## src/rtl/dp_rr_arbiter_pkg.sv

```systemverilog
// Shared types and sizing helpers for the round-robin datapath arbiter.
package dp_arb_pkg;

   // Arbiter control state: IDLE picks a winner, GRANT streams its beats.
   typedef enum logic {
      IDLE  = 1'b0,
      GRANT = 1'b1
   } arb_state_e;

   // Width of a requester index; a single requester still needs one bit.
   function automatic int sw_of(input int num_req);
      return (num_req > 1) ? $clog2(num_req) : 1;
   endfunction

   // Width able to hold every value 0..max_burst inclusive.
   function automatic int bw_of(input int max_burst);
      return $clog2(max_burst + 1);
   endfunction

   // Beats allowed for one grant: zero means one, oversize clamps to the maximum.
   function automatic int clamp_burst(input int cfg, input int max_burst);
      if (cfg <= 0) begin
         return 1;
      end
      if (cfg > max_burst) begin
         return max_burst;
      end
      return cfg;
   endfunction

endpackage

```

## src/rtl/dp_rr_arbiter_pick.sv

```systemverilog
// Circular priority picker: first requester with valid at or after rr_ptr.
// Built as rotate-right by rr_ptr, lowest-index priority encode, rotate back.
module dp_rr_pick
   import dp_arb_pkg::*;
#(
   parameter  int NUM_REQ = 4,
   localparam int SW      = sw_of(NUM_REQ)
) (
   input  logic [NUM_REQ-1:0] req_valid,
   input  logic [SW-1:0]      rr_ptr,
   output logic [SW-1:0]      winner,
   output logic               any_valid
);

   logic [NUM_REQ-1:0] rotated;
   int                 offset;

   // Bit j of rotated is requester (rr_ptr + j) mod NUM_REQ.
   assign rotated = NUM_REQ'({req_valid, req_valid} >> rr_ptr);

   // Lowest set bit of the rotated vector is the closest requester after rr_ptr.
   always_comb begin
      // NOTE: every variable written here gets a default first, so no path leaves it unassigned and no latch is inferred.
      offset = 0;
      for (int j = NUM_REQ - 1; j >= 0; j--) begin
         if (rotated[j]) begin
            offset = j;
         end
      end
   end

   assign winner    = SW'((offset + int'(rr_ptr)) % NUM_REQ);
   assign any_valid = |req_valid;

endmodule

```

## src/rtl/dp_rr_arbiter.sv

```systemverilog
// Round-robin arbiter merging NUM_REQ valid/ready/pd channels into one
// registered output stream. A grant lasts up to a configurable burst of beats
// (or until the owner drops valid), then priority rotates past the owner.
module dp_rr_arbiter
   import dp_arb_pkg::*;
#(
   parameter  int NUM_REQ   = 4,
   parameter  int PW        = 32,
   parameter  int MAX_BURST = 8,
   localparam int SW        = sw_of(NUM_REQ),
   localparam int BW        = bw_of(MAX_BURST)
) (
   input  logic                  clk,
   input  logic                  resetn,
   input  logic [BW-1:0]         cfg_burst,
   input  logic [NUM_REQ-1:0]    req_valid,
   output logic [NUM_REQ-1:0]    req_ready,
   input  logic [NUM_REQ*PW-1:0] req_pd,
   output logic                  out_valid,
   input  logic                  out_ready,
   output logic [PW-1:0]         out_pd,
   output logic [SW-1:0]         out_src
);

   arb_state_e    state_q;
   logic [SW-1:0] grant_q;
   logic [SW-1:0] rr_ptr_q;
   logic [BW-1:0] beat_cnt_q;
   logic [BW-1:0] beat_cnt_d;
   logic [BW-1:0] limit_q;
   logic          out_valid_q;
   logic [PW-1:0] out_pd_q;
   logic [SW-1:0] out_src_q;

   logic          pipe_ok;
   logic          granted_valid;
   logic [PW-1:0] granted_pd;
   logic          accept;
   logic [SW-1:0] next_ptr;
   logic [SW-1:0] winner;
   logic          any_valid;

   dp_rr_pick #(
      .NUM_REQ (NUM_REQ)
   ) u_pick (
      .req_valid (req_valid),
      .rr_ptr    (rr_ptr_q),
      .winner    (winner),
      .any_valid (any_valid)
   );

   // The output register can take a new beat when empty or draining this cycle.
   assign pipe_ok       = !out_valid_q || out_ready;
   assign granted_valid = req_valid[grant_q];
   assign accept        = (state_q == GRANT) && granted_valid && pipe_ok;
   assign beat_cnt_d    = beat_cnt_q + BW'(1);
   assign next_ptr      = (grant_q == SW'(NUM_REQ - 1)) ? '0 : grant_q + SW'(1);

   // Payload lane of the current owner.
   always_comb begin
      granted_pd = '0;
      for (int i = 0; i < NUM_REQ; i++) begin
         if (grant_q == SW'(i)) begin
            granted_pd = req_pd[i*PW +: PW];
         end
      end
   end

   // Only the owner sees ready, and only when the output stage can absorb a beat.
   always_comb begin
      req_ready = '0;
      if ((state_q == GRANT) && pipe_ok) begin
         req_ready[grant_q] = 1'b1;
      end
   end

   // Grant FSM: arbitrate in IDLE, count beats in GRANT, rotate priority on release.
   always_ff @(posedge clk or negedge resetn) begin
      // NOTE: state is updated with <= so every register samples pre-edge values regardless of statement order.
      if (!resetn) begin
         state_q    <= IDLE;
         grant_q    <= '0;
         rr_ptr_q   <= '0;
         beat_cnt_q <= '0;
         limit_q    <= '0;
      end else begin
         case (state_q)
            IDLE: begin
               if (any_valid) begin
                  grant_q    <= winner;
                  beat_cnt_q <= '0;
                  limit_q    <= BW'(clamp_burst(int'(cfg_burst), MAX_BURST));
                  state_q    <= GRANT;
               end
            end
            GRANT: begin
               if (!granted_valid) begin
                  // Owner went quiet: give the channel up without taking a beat.
                  rr_ptr_q <= next_ptr;
                  state_q  <= IDLE;
               end else if (accept) begin
                  beat_cnt_q <= beat_cnt_d;
                  if (beat_cnt_d == limit_q) begin
                     rr_ptr_q <= next_ptr;
                     state_q  <= IDLE;
                  end
               end
            end
            default: state_q <= IDLE;
         endcase
      end
   end

   // Output pipe stage: load on accept, drain on ready, otherwise hold.
   always_ff @(posedge clk or negedge resetn) begin
      // NOTE: the payload register is reset too, so out_pd is never X even before the first beat.
      if (!resetn) begin
         out_valid_q <= 1'b0;
         out_pd_q    <= '0;
         out_src_q   <= '0;
      end else if (accept) begin
         out_valid_q <= 1'b1;
         out_pd_q    <= granted_pd;
         out_src_q   <= grant_q;
      end else if (out_ready) begin
         out_valid_q <= 1'b0;
      end
   end

   assign out_valid = out_valid_q;
   assign out_pd    = out_pd_q;
   assign out_src   = out_src_q;

   // Protocol properties of the merged stream.
   a_ready_onehot0: assert property (@(posedge clk) disable iff (!resetn)
      $onehot0(req_ready));

   a_out_hold: assert property (@(posedge clk) disable iff (!resetn)
      out_valid && !out_ready |=> out_valid && $stable(out_pd) && $stable(out_src));

   a_out_known: assert property (@(posedge clk) disable iff (!resetn)
      out_valid && out_ready |-> !$isunknown(out_pd));

endmodule
```

## config.mk

```make
export PLATFORM = sky130hd
export DESIGN_NAME = dp_rr_arbiter
export DESIGN_NICKNAME = d
export VERILOG_FILES = /design/src/rtl/dp_rr_arbiter_pkg.sv /design/src/rtl/dp_rr_arbiter_pick.sv /design/src/rtl/dp_rr_arbiter.sv
export SDC_FILE = /design/constraint.sdc
export NUM_CORES = 1
export LEC_CHECK = 0
export ABC_AREA = 1
export CORE_UTILIZATION = 40
export CTS_CLUSTER_SIZE = 14
export DETAILED_ROUTE_END_ITERATION = 8
export PLACE_DENSITY = 0.82
export SLEW_MARGIN = 10
export SYNTH_ARGS = -nofsm -noshare
export SYNTH_HDL_FRONTEND = slang
export SYNTH_SLANG_ARGS = --single-unit
export TNS_END_PERCENT = 100
```

## constraint.sdc

```tcl
create_clock -name clk -period 1.8 [get_ports clk]
set_input_delay 0.45 -clock clk [delete_from_list [all_inputs] [get_ports clk]]
set_output_delay 0.45 -clock clk [all_outputs]
set_load 0.02 [all_outputs]
```

==> summary.txt, run 1 <==
Synthesis
  – Proportion of register bits with asynchronous set or reset after synthesis: 1.00
  – Post-synthesis sequential area ratio: 0.359
  – Predominant post-synthesis flop cell: dfrtp_1
  – Number of cells produced by synthesis: 400
  – Cell area after synthesis: 3340 sq um
  – Cell types with the highest counts after synthesis: nand2_1 (112), a21oi_1 (65), dfrtp_1 (48), o211ai_1 (32), a2bb2oi_2 (29)
  – Nets in the synthesized netlist: 545
  – Number of different library cells in the post-synthesis netlist: 30
  – Post-synth EDFFs: 0
  – Average cell area after synthesis: 8.36 sq um
  – Most repeated cell in the gate-level netlist after synthesis: nand2_1
  – Cell type with the highest aggregate area in the netlist: dfrtp_1
  – Syn. warnings: 0
  – Flops & latches, synth: 48
  – Area fraction of the dominant cell type after synthesis: 0.359
  – Area contributors post-synth: dfrtp_1 (36%), a2bb2oi_2 (13%), nand2_1 (13%), a21oi_1 (9.7%), o211ai_1 (7.2%)

Worst setup path
  – Worst Reg2Reg Path Length in Cells: 9
  – Crit-path leading delay family: buffers and inverters
  – Crit path required time: 1980 ps
  – Worst R2R Setup Slack: 30 ps
  – Critical path capture point type: register
  – Critical path startpoint category: register
  – Crit-path max FO: 19
  – Total stage count of the critical path: 9
  – Critical register-to-register path endpoint: out_pd[15]
  – Endpoint of the most critical setup path: out_pd[15]
  – Buffer and inverter count on the worst path: 4
  – Setup crit start: grant_q[0]
  – Worst flop-to-flop path startpoint: grant_q[0]
  – Slowest-stage cell, CP: dfrtp_1
  – Crit path top cell by count: buf_6
  – Arrival time at the worst endpoint: 1960 ps
  – Crit Path Class: reg2reg
  – Cell breakdown of the critical path: buf_6 -> ha_4 -> buf_6 -> buf_4 -> buf_6 -> a21oi_1 -> nand2_1 -> o211ai_1 -> a2bb2oi_2
  – Biggest cell delay along the critical path: 430 ps

Timing
  – Max Fclk: 0.565 GHz
  – Slew headroom: 0.635
  – Clock skew after layout: 5.68 ps
  – Number of hold violations in the final report: 0
  – Time the worst path needs with I/O delays and setup: 1770 ps
  – Setup repair after global routing missed its margin: yes
  – Post-route clock period utilization: 0.984
  – Total of endpoints with negative setup slack in the final report: 0
  – Measured slew at the worst slew-check pin: 548 ps
  – Number of max-slew violations in the final report: 0
  – WHS: 122 ps

Pwr
  – Leakage power figure: 0.00250 uW
  – Internal cell power: 5720 uW
  – Total power density per cell area: 1830 nW/um^2
  – Comb power frac: 0.735
  – Switching component of the power: 4700 uW
  – Power Total: 10400 uW
  – Switching fraction of total power: 0.451
  – Worst voltage drop across the vdd grid: 1.22 mV
  – Clock share of power: 0.064
  – Fraction of power consumed by sequential logic: 0.201

Global route
  – Total Routing Usage GR: 0.262
  – Number of antenna violations at the first check in global routing: 0
  – Wire length of the first global-routing pass: 17900 um
  – Largest net degree at the start of global routing: 34
  – GRT Residual Overflow: 0
  – Via count of the first global-routing pass: 3682

Routing
  – Routed length per instance: 16.6 um
  – Detailed Route WL: 11600 um
  – DR iter-0 viols: 127
  – Total via count in the routed design: 3660
  – First drt pass iteration count: 4
  – DRT antenna net count: 0
  – Per-cell via count in the routed design: 5.25
  – Number of DRC violations after detailed routing: 0

Run
  – Reported max-cap violation count: 0

Clocking
  – Number of H-tree branching levels: 2
  – Root buffer selected by CTS: clkbuf_8
  – TritonCTS clock tree: yes
  – Worst-Skew Late Latency: 300 ps
  – Buffer depth of the longest clock path: 2
  – Clock slew at the register clock pins of the worst setup and hold paths: 90 ps
  – Sink count of the clock tree: 48
  – Clock buffer count from CTS: 5

Placed design
  – Placer's final routability congestion estimate: 0.789
  – Buffers added on ports: 177
  – Placed cell areas: 5330 sq um
  – Number of placed instances, taps included: 680
  – Post-detailed-placement half-perimeter wirelength: 8350 um

Floorplanning
  – Overall die area: 8730 sq um
  – Effective utilization at floorplan: 0.424
  – I/O pin total: 178
  – Die boundary width: 93.4 um
  – Placeable core region: 7890 sq um
  – Row cnt: 32
  – Vertical die dimension: 93.4 um

Final layout
  – Antenna diode count: 0
  – Fraction of layout cells with a size suffix above 1: 0.200
  – Synthesis-to-finish area growth: 70.0%
  – Cell area after layout: 5680 sq um
  – Number of nets in the layout: 739
  – Non-filler instance count after layout: 697

Worst hold path
  – Worst min-delay path category: in2async

Run status
  – Status: finished, final reports clean
[layer usage]
metal  share of wire  wire, um  track usage  vias up
li1                -         -            -     1785
met1            0.41      4750        0.311     1743
met2            0.52      6040        0.491      122
met3           0.059       680       0.0537       10
met4          0.0073        84       0.0397        0
met5               0         0            0        -
[cell type report]
type	instances	area, sq um
timing repair buffer	216	2230
multi-input combinational	300	1940
clock inverter	2	10.0
sequential	48	1200
inverter	23	93.8
clock buffer	6	82.6
fill	597	2200
tap	102	128
[metrics by stage]
stage	util	setup TNS, ps	worst slack (ps)
global placement	0.675	-7590	-483
CTS	0.695	-130	-23.8
detailed placement	0.675	-8250	-506
floorplan	-	0	2.48
finish	0.721	0	29.3
global route	0.721	-186	-43.3
[flip-flops by register name (all words and copies together) (netlist names)]
name	cells
out_pd	32
rr_ptr_q	2
limit_q	4
grant_q	2
state_q	1
beat_cnt_q	4
out_valid	1
out_src	2
[worst min path at each step]
stage | endpoint | slack (ps) | depth (start not counted)
floorplan | beat_cnt_q[0] | 150 | 0
global placement | out_valid | 460 | 1
detailed placement | out_valid | 470 | 1
CTS | out_valid | 130 | 1
global route | out_valid | 150 | 1
finish | out_valid | 120 | 1
[cells by family (layout without fill, tap and decap cells)]
family                     Yosys count  in the layout  share of synthesized area
xor gates and xnor gates             3              3                    0.00786
DFF                                 48             48                      0.359
adders and majority gates            6              6                     0.0224
buffers and inverters               52            247                     0.0909
muxes                                1              1                    0.00299
and+or+nand+nor                    150            150                      0.190
AOI/OAI and AO/OA                  140            140                      0.326
[cell usage in the layout, fill, tap and decap left out, drive strengths merged, types with 2 or more instances in the layout]
| master | instances |
|---|---|
| inv | 23 |
| a2bb2oi | 32 |
| a21oi | 66 |
| nor2 | 14 |
| nand2 | 114 |
| xor2 | 2 |
| o21ai | 7 |
| o22ai | 2 |
| buf | 43 |
| ha | 6 |
| o211ai | 32 |
| clkdlybuf4s50 | 161 |
| dfrtp | 48 |
| dlymetal6s2s | 9 |
| clkinv | 2 |
| nand3 | 20 |
| clkbuf | 7 |
| dlygate4sd2 | 2 |
[power groups by stage]
stage / Sequential, uW / Combinational [uW] / Clock (uW)
6_report: 2090 / 7660 / 671
5_1_grt: 2160 / 8240 / 747
4_1_cts: 2080 / 7250 / 690
3_5_place_dp: 2100 / 7020 / 0
3_3_place_gp: 2060 / 6850 / 0
2_1_floorplan: 2510 / 4210 / 0
[timing repair]
action / in CTS / in global routing
setup buffers: 2 / 5
cloned: 1 / 1
endpoints found under the setup margin: 28 / 40
pin swaps: 2 / 17
gates resized for setup: 33 / 40
hold buffers: 0 / 0
hold endpoints to repair: 0 / 0
Power figures use the tool's default switching activity.
==> run 2, diff against run 1 <==
Settings changed: SLEW_MARGIN 10 to 5.
Clock period 1.8 ns to 1.75 ns, I/O delays scaled along.
==> run 2 against run 1 <==
Effect of this change: the run now ends with setup timing left; sequential share of layout area is 0.15 points lower; global-route usage is 0.92 points lower; register-to-register slack worse by 40 ps; combinational power is 2% higher; count of clock-buffer cells in the layout is 1 lower; sequential power is 2% higher; clock skew is 1.1 ps higher; setup slack worse by 41 ps; critical path depth is 1 higher; power is 3.8% higher; non-clock buffer count is 4 lower; hold slack worse by 22 ps.
==> summary.txt, run 2 (synthesis gave the netlist of run 1 again) <==
Clocking
  – Buffer depth of the longest clock path: 2 (unchanged)
  – Clock slew at the register clock pins of the worst setup and hold paths: 100 ps (was 90 ps)
  – Root buffer selected by CTS: clkbuf_8 (unchanged)
  – Hold-fix buffers, CTS: 0 (unchanged)
  – Clock buffer count from CTS: 5 (unchanged)
  – Number of H-tree branching levels: 2 (unchanged)
  – TritonCTS clock tree: yes (unchanged)
  – Worst-Skew Late Latency: 310 ps (was 300 ps)
  – Sink count of the clock tree: 48 (unchanged)

Routing
  – Per-cell via count in the routed design: 5.46 (was 5.25)
  – Highest signal layer in the routed design: met4 (unchanged)
  – Detailed Route WL: 11900 um (was 11600 um)
  – Total via count in the routed design: 3784 (was 3660)
  – DRT antenna net count: 0 (unchanged)
  – First drt pass iteration count: 7 (was 4)
  – Routed length per instance: 17.2 um (was 16.6 um)
  – DR iter-0 viols: 168 (was 127)
  – Number of DRC violations after detailed routing: 0 (unchanged)
  – Met1 wire length: 4740 um (was 4750 um)
  – Routed length on met3: 785 um (was 680 um)
  – Met2 Routed Length: 6160 um (was 6040 um)

Timing
  – Slew headroom: 0.727 (was 0.635)
  – Clock skew after layout: 6.80 ps (was 5.68 ps)
  – Max Fclk: 0.568 GHz (was 0.565 GHz)
  – Number of max-slew violations in the final report: 0 (unchanged)
  – Total of endpoints with negative setup slack in the final report: 1 (was 0)
  – Crit path setup slack, layout: -11.5 ps (was 29.3 ps)
  – Setup repair after global routing missed its margin: yes (unchanged)
  – Post-route clock period utilization: 1.01 (was 0.984)
  – Number of hold violations in the final report: 0 (unchanged)
  – Measured slew at the worst slew-check pin: 409 ps (was 548 ps)
  – Time the worst path needs with I/O delays and setup: 1760 ps (was 1770 ps)

Worst setup path
  – Arrival time at the worst endpoint: 1990 ps (was 1960 ps)
  – Critical path startpoint category: register (unchanged)
  – Crit Path Class: reg2reg (unchanged)
  – Crit-path max FO: 7 (was 19)
  – Critical path capture point type: register (unchanged)
  – Crit path required time: 1980 ps (about the same)

Placed design
  – Placer's final routability congestion estimate: 0.864 (was 0.789)
  – Number of placed instances, taps included: 673 (was 680)
  – Post-detailed-placement half-perimeter wirelength: 8120 um (was 8350 um)
  – Buffers added on ports: 177 (unchanged)

Pwr
  – Switching component of the power: 5030 uW (was 4700 uW)
  – Worst voltage drop across the vdd grid: 1.06 mV (was 1.22 mV)
  – Comb power frac: 0.725 (was 0.735)
  – Leakage power figure: 0.00258 uW (was 0.00250 uW)
  – Fraction of power consumed by sequential logic: 0.197 (was 0.201)
  – Total power density per cell area: 1890 nW/um^2 (was 1830 nW/um^2)
  – Internal cell power: 5790 uW (was 5720 uW)
  – Clock share of power: 0.078 (was 0.064)
  – Switching fraction of total power: 0.465 (was 0.451)

Final layout
  – Synthesis-to-finish area growth: 71.2% (was 70.0%)
  – Non-filler instance count after layout: 693 (was 697)
  – Flip-flop count of the largest register, all copies and words added: 32 (unchanged)
  – Post-layout utilization of the core: 0.726 (was 0.721)
  – Fraction of layout cells with a size suffix above 1: 0.244 (was 0.200)
  – Antenna diode count: 0 (unchanged)
  – Fill cell instance count of the final layout: 560 (was 597)
  – Top library cells by usage in the layout, fill and taps aside: clkdlybuf4s50_1 (132), nand2_1 (85), a21oi_1 (61) (was clkdlybuf4s50_1 (161), nand2_1 (107), a21oi_1 (65))
  – Number of nets in the layout: 735 (was 739)
  – Most common cell after layout, fill and taps aside: clkdlybuf4s50_1 (unchanged)

Run status
  – Failing checks: setup timing
  – Status: complete, but fails checks (was finished, final reports clean)

Global route
  – Total Routing Usage GR: 0.253 (was 0.262)
  – Largest net degree at the start of global routing: 49 (was 34)
  – Wire length of the first global-routing pass: 17300 um (was 17900 um)
  – Via count of the first global-routing pass: 3527 (was 3682)
  – Number of antenna violations at the first check in global routing: 0 (unchanged)
  – GRT Residual Overflow: 0 (unchanged)

Floorplanning
  – Vertical die dimension: 93.4 um (unchanged)
  – Die boundary width: 93.4 um (unchanged)
  – I/O pin total: 178 (unchanged)
  – Placeable core region: 7890 sq um (unchanged)
  – Row cnt: 32 (unchanged)
  – Effective utilization at floorplan: 0.424 (unchanged)
  – Overall die area: 8730 sq um (unchanged)

Worst hold path
  – Worst min-delay path category: in2async (unchanged)

Run
  – Reported max-cap violation count: 0 (unchanged)
==> run 2: through the flow <==
stage | setup TNS (ps) | total power, uW | area (sq um) | worst slack (ps) | hold WS, ps
after floorplan | 0 | 6930 | 3350 | 45.5 | 142
after global placement | -7470 | 8880 | 5230 | -535 | 444
after detailed placement | -8780 | 9110 | 5230 | -571 | 447
after CTS | -16.0 | 9820 | 5340 | -16.0 | 102
after global routing | -861 | 11500 | 5730 | -88.5 | 106
final | -11.5 | 10800 | 5730 | -11.5 | 100
==> run 2: layout make-up <==
| type | instances | area (sq um) | share of cell area |
|---|---|---|---|
| Clock inverter | 3 | 46.3 | 0.00809 |
| Multi-Input combinational cell | 300 | 2040 | 0.356 |
| Sequential cell | 48 | 1200 | 0.210 |
| Timing Repair Buffer | 212 | 2150 | 0.375 |
| Inverter | 23 | 96.3 | 0.0168 |
| Tap cell | 102 | 128 | 0.0223 |
| Clock buffer | 5 | 68.8 | 0.0120 |
==> run 2: final timing paths <==
check	to	cells past startpoint	slack (ps)	from
worst max register to register	out_pd[28]	10	-10	grant_q[0]
max in group asynchronous	rr_ptr_q[0]	2	1410	resetn
worst max-delay path	out_pd[28]	10	-10	grant_q[0]
worst min-delay path	out_pd[2]	2	100	resetn
min in group clk	out_valid	2	470	out_ready
worst min register to register	out_src[0]	2	500	out_src[0]
==> run 2: power groups by stage <==
stage	clock network (uW)	registers, uW	logic [uW]
after floorplan	0	2580	4350
after global placement	0	2120	6760
after detailed placement	0	2150	6960
after CTS	855	2120	6840
after global routing	904	2200	8420
final	843	2130	7840
==> run 2: what timing repair did <==
item	4_1_cts	5_1_grt
pin swaps	2	24
endpoints found under the setup margin	50	48
gates resized for setup	59	79
gates cloned	0	3
setup buffers	1	8
endpoints found under the hold margin	0	0
==> run 2: layer usage <==
layer / track usage / up-vias
met2: 0.453 / 170
met5: 0 / -
met4: 0.0731 / 0
met1: 0.307 / 1813
met3: 0.0447 / 28
li1: - / 1773
==> run 2: worst max-delay path, cell delays in order (launching register included) <==
cell       delay (ps)
dfrtp_1           430
buf_6             140
ha_4              160
buf_12            130
nor2_4            140
buf_12            150
buf_12            140
nand2_4            50
nand2_2            50
o211ai_1          110
a2bb2oi_2         180
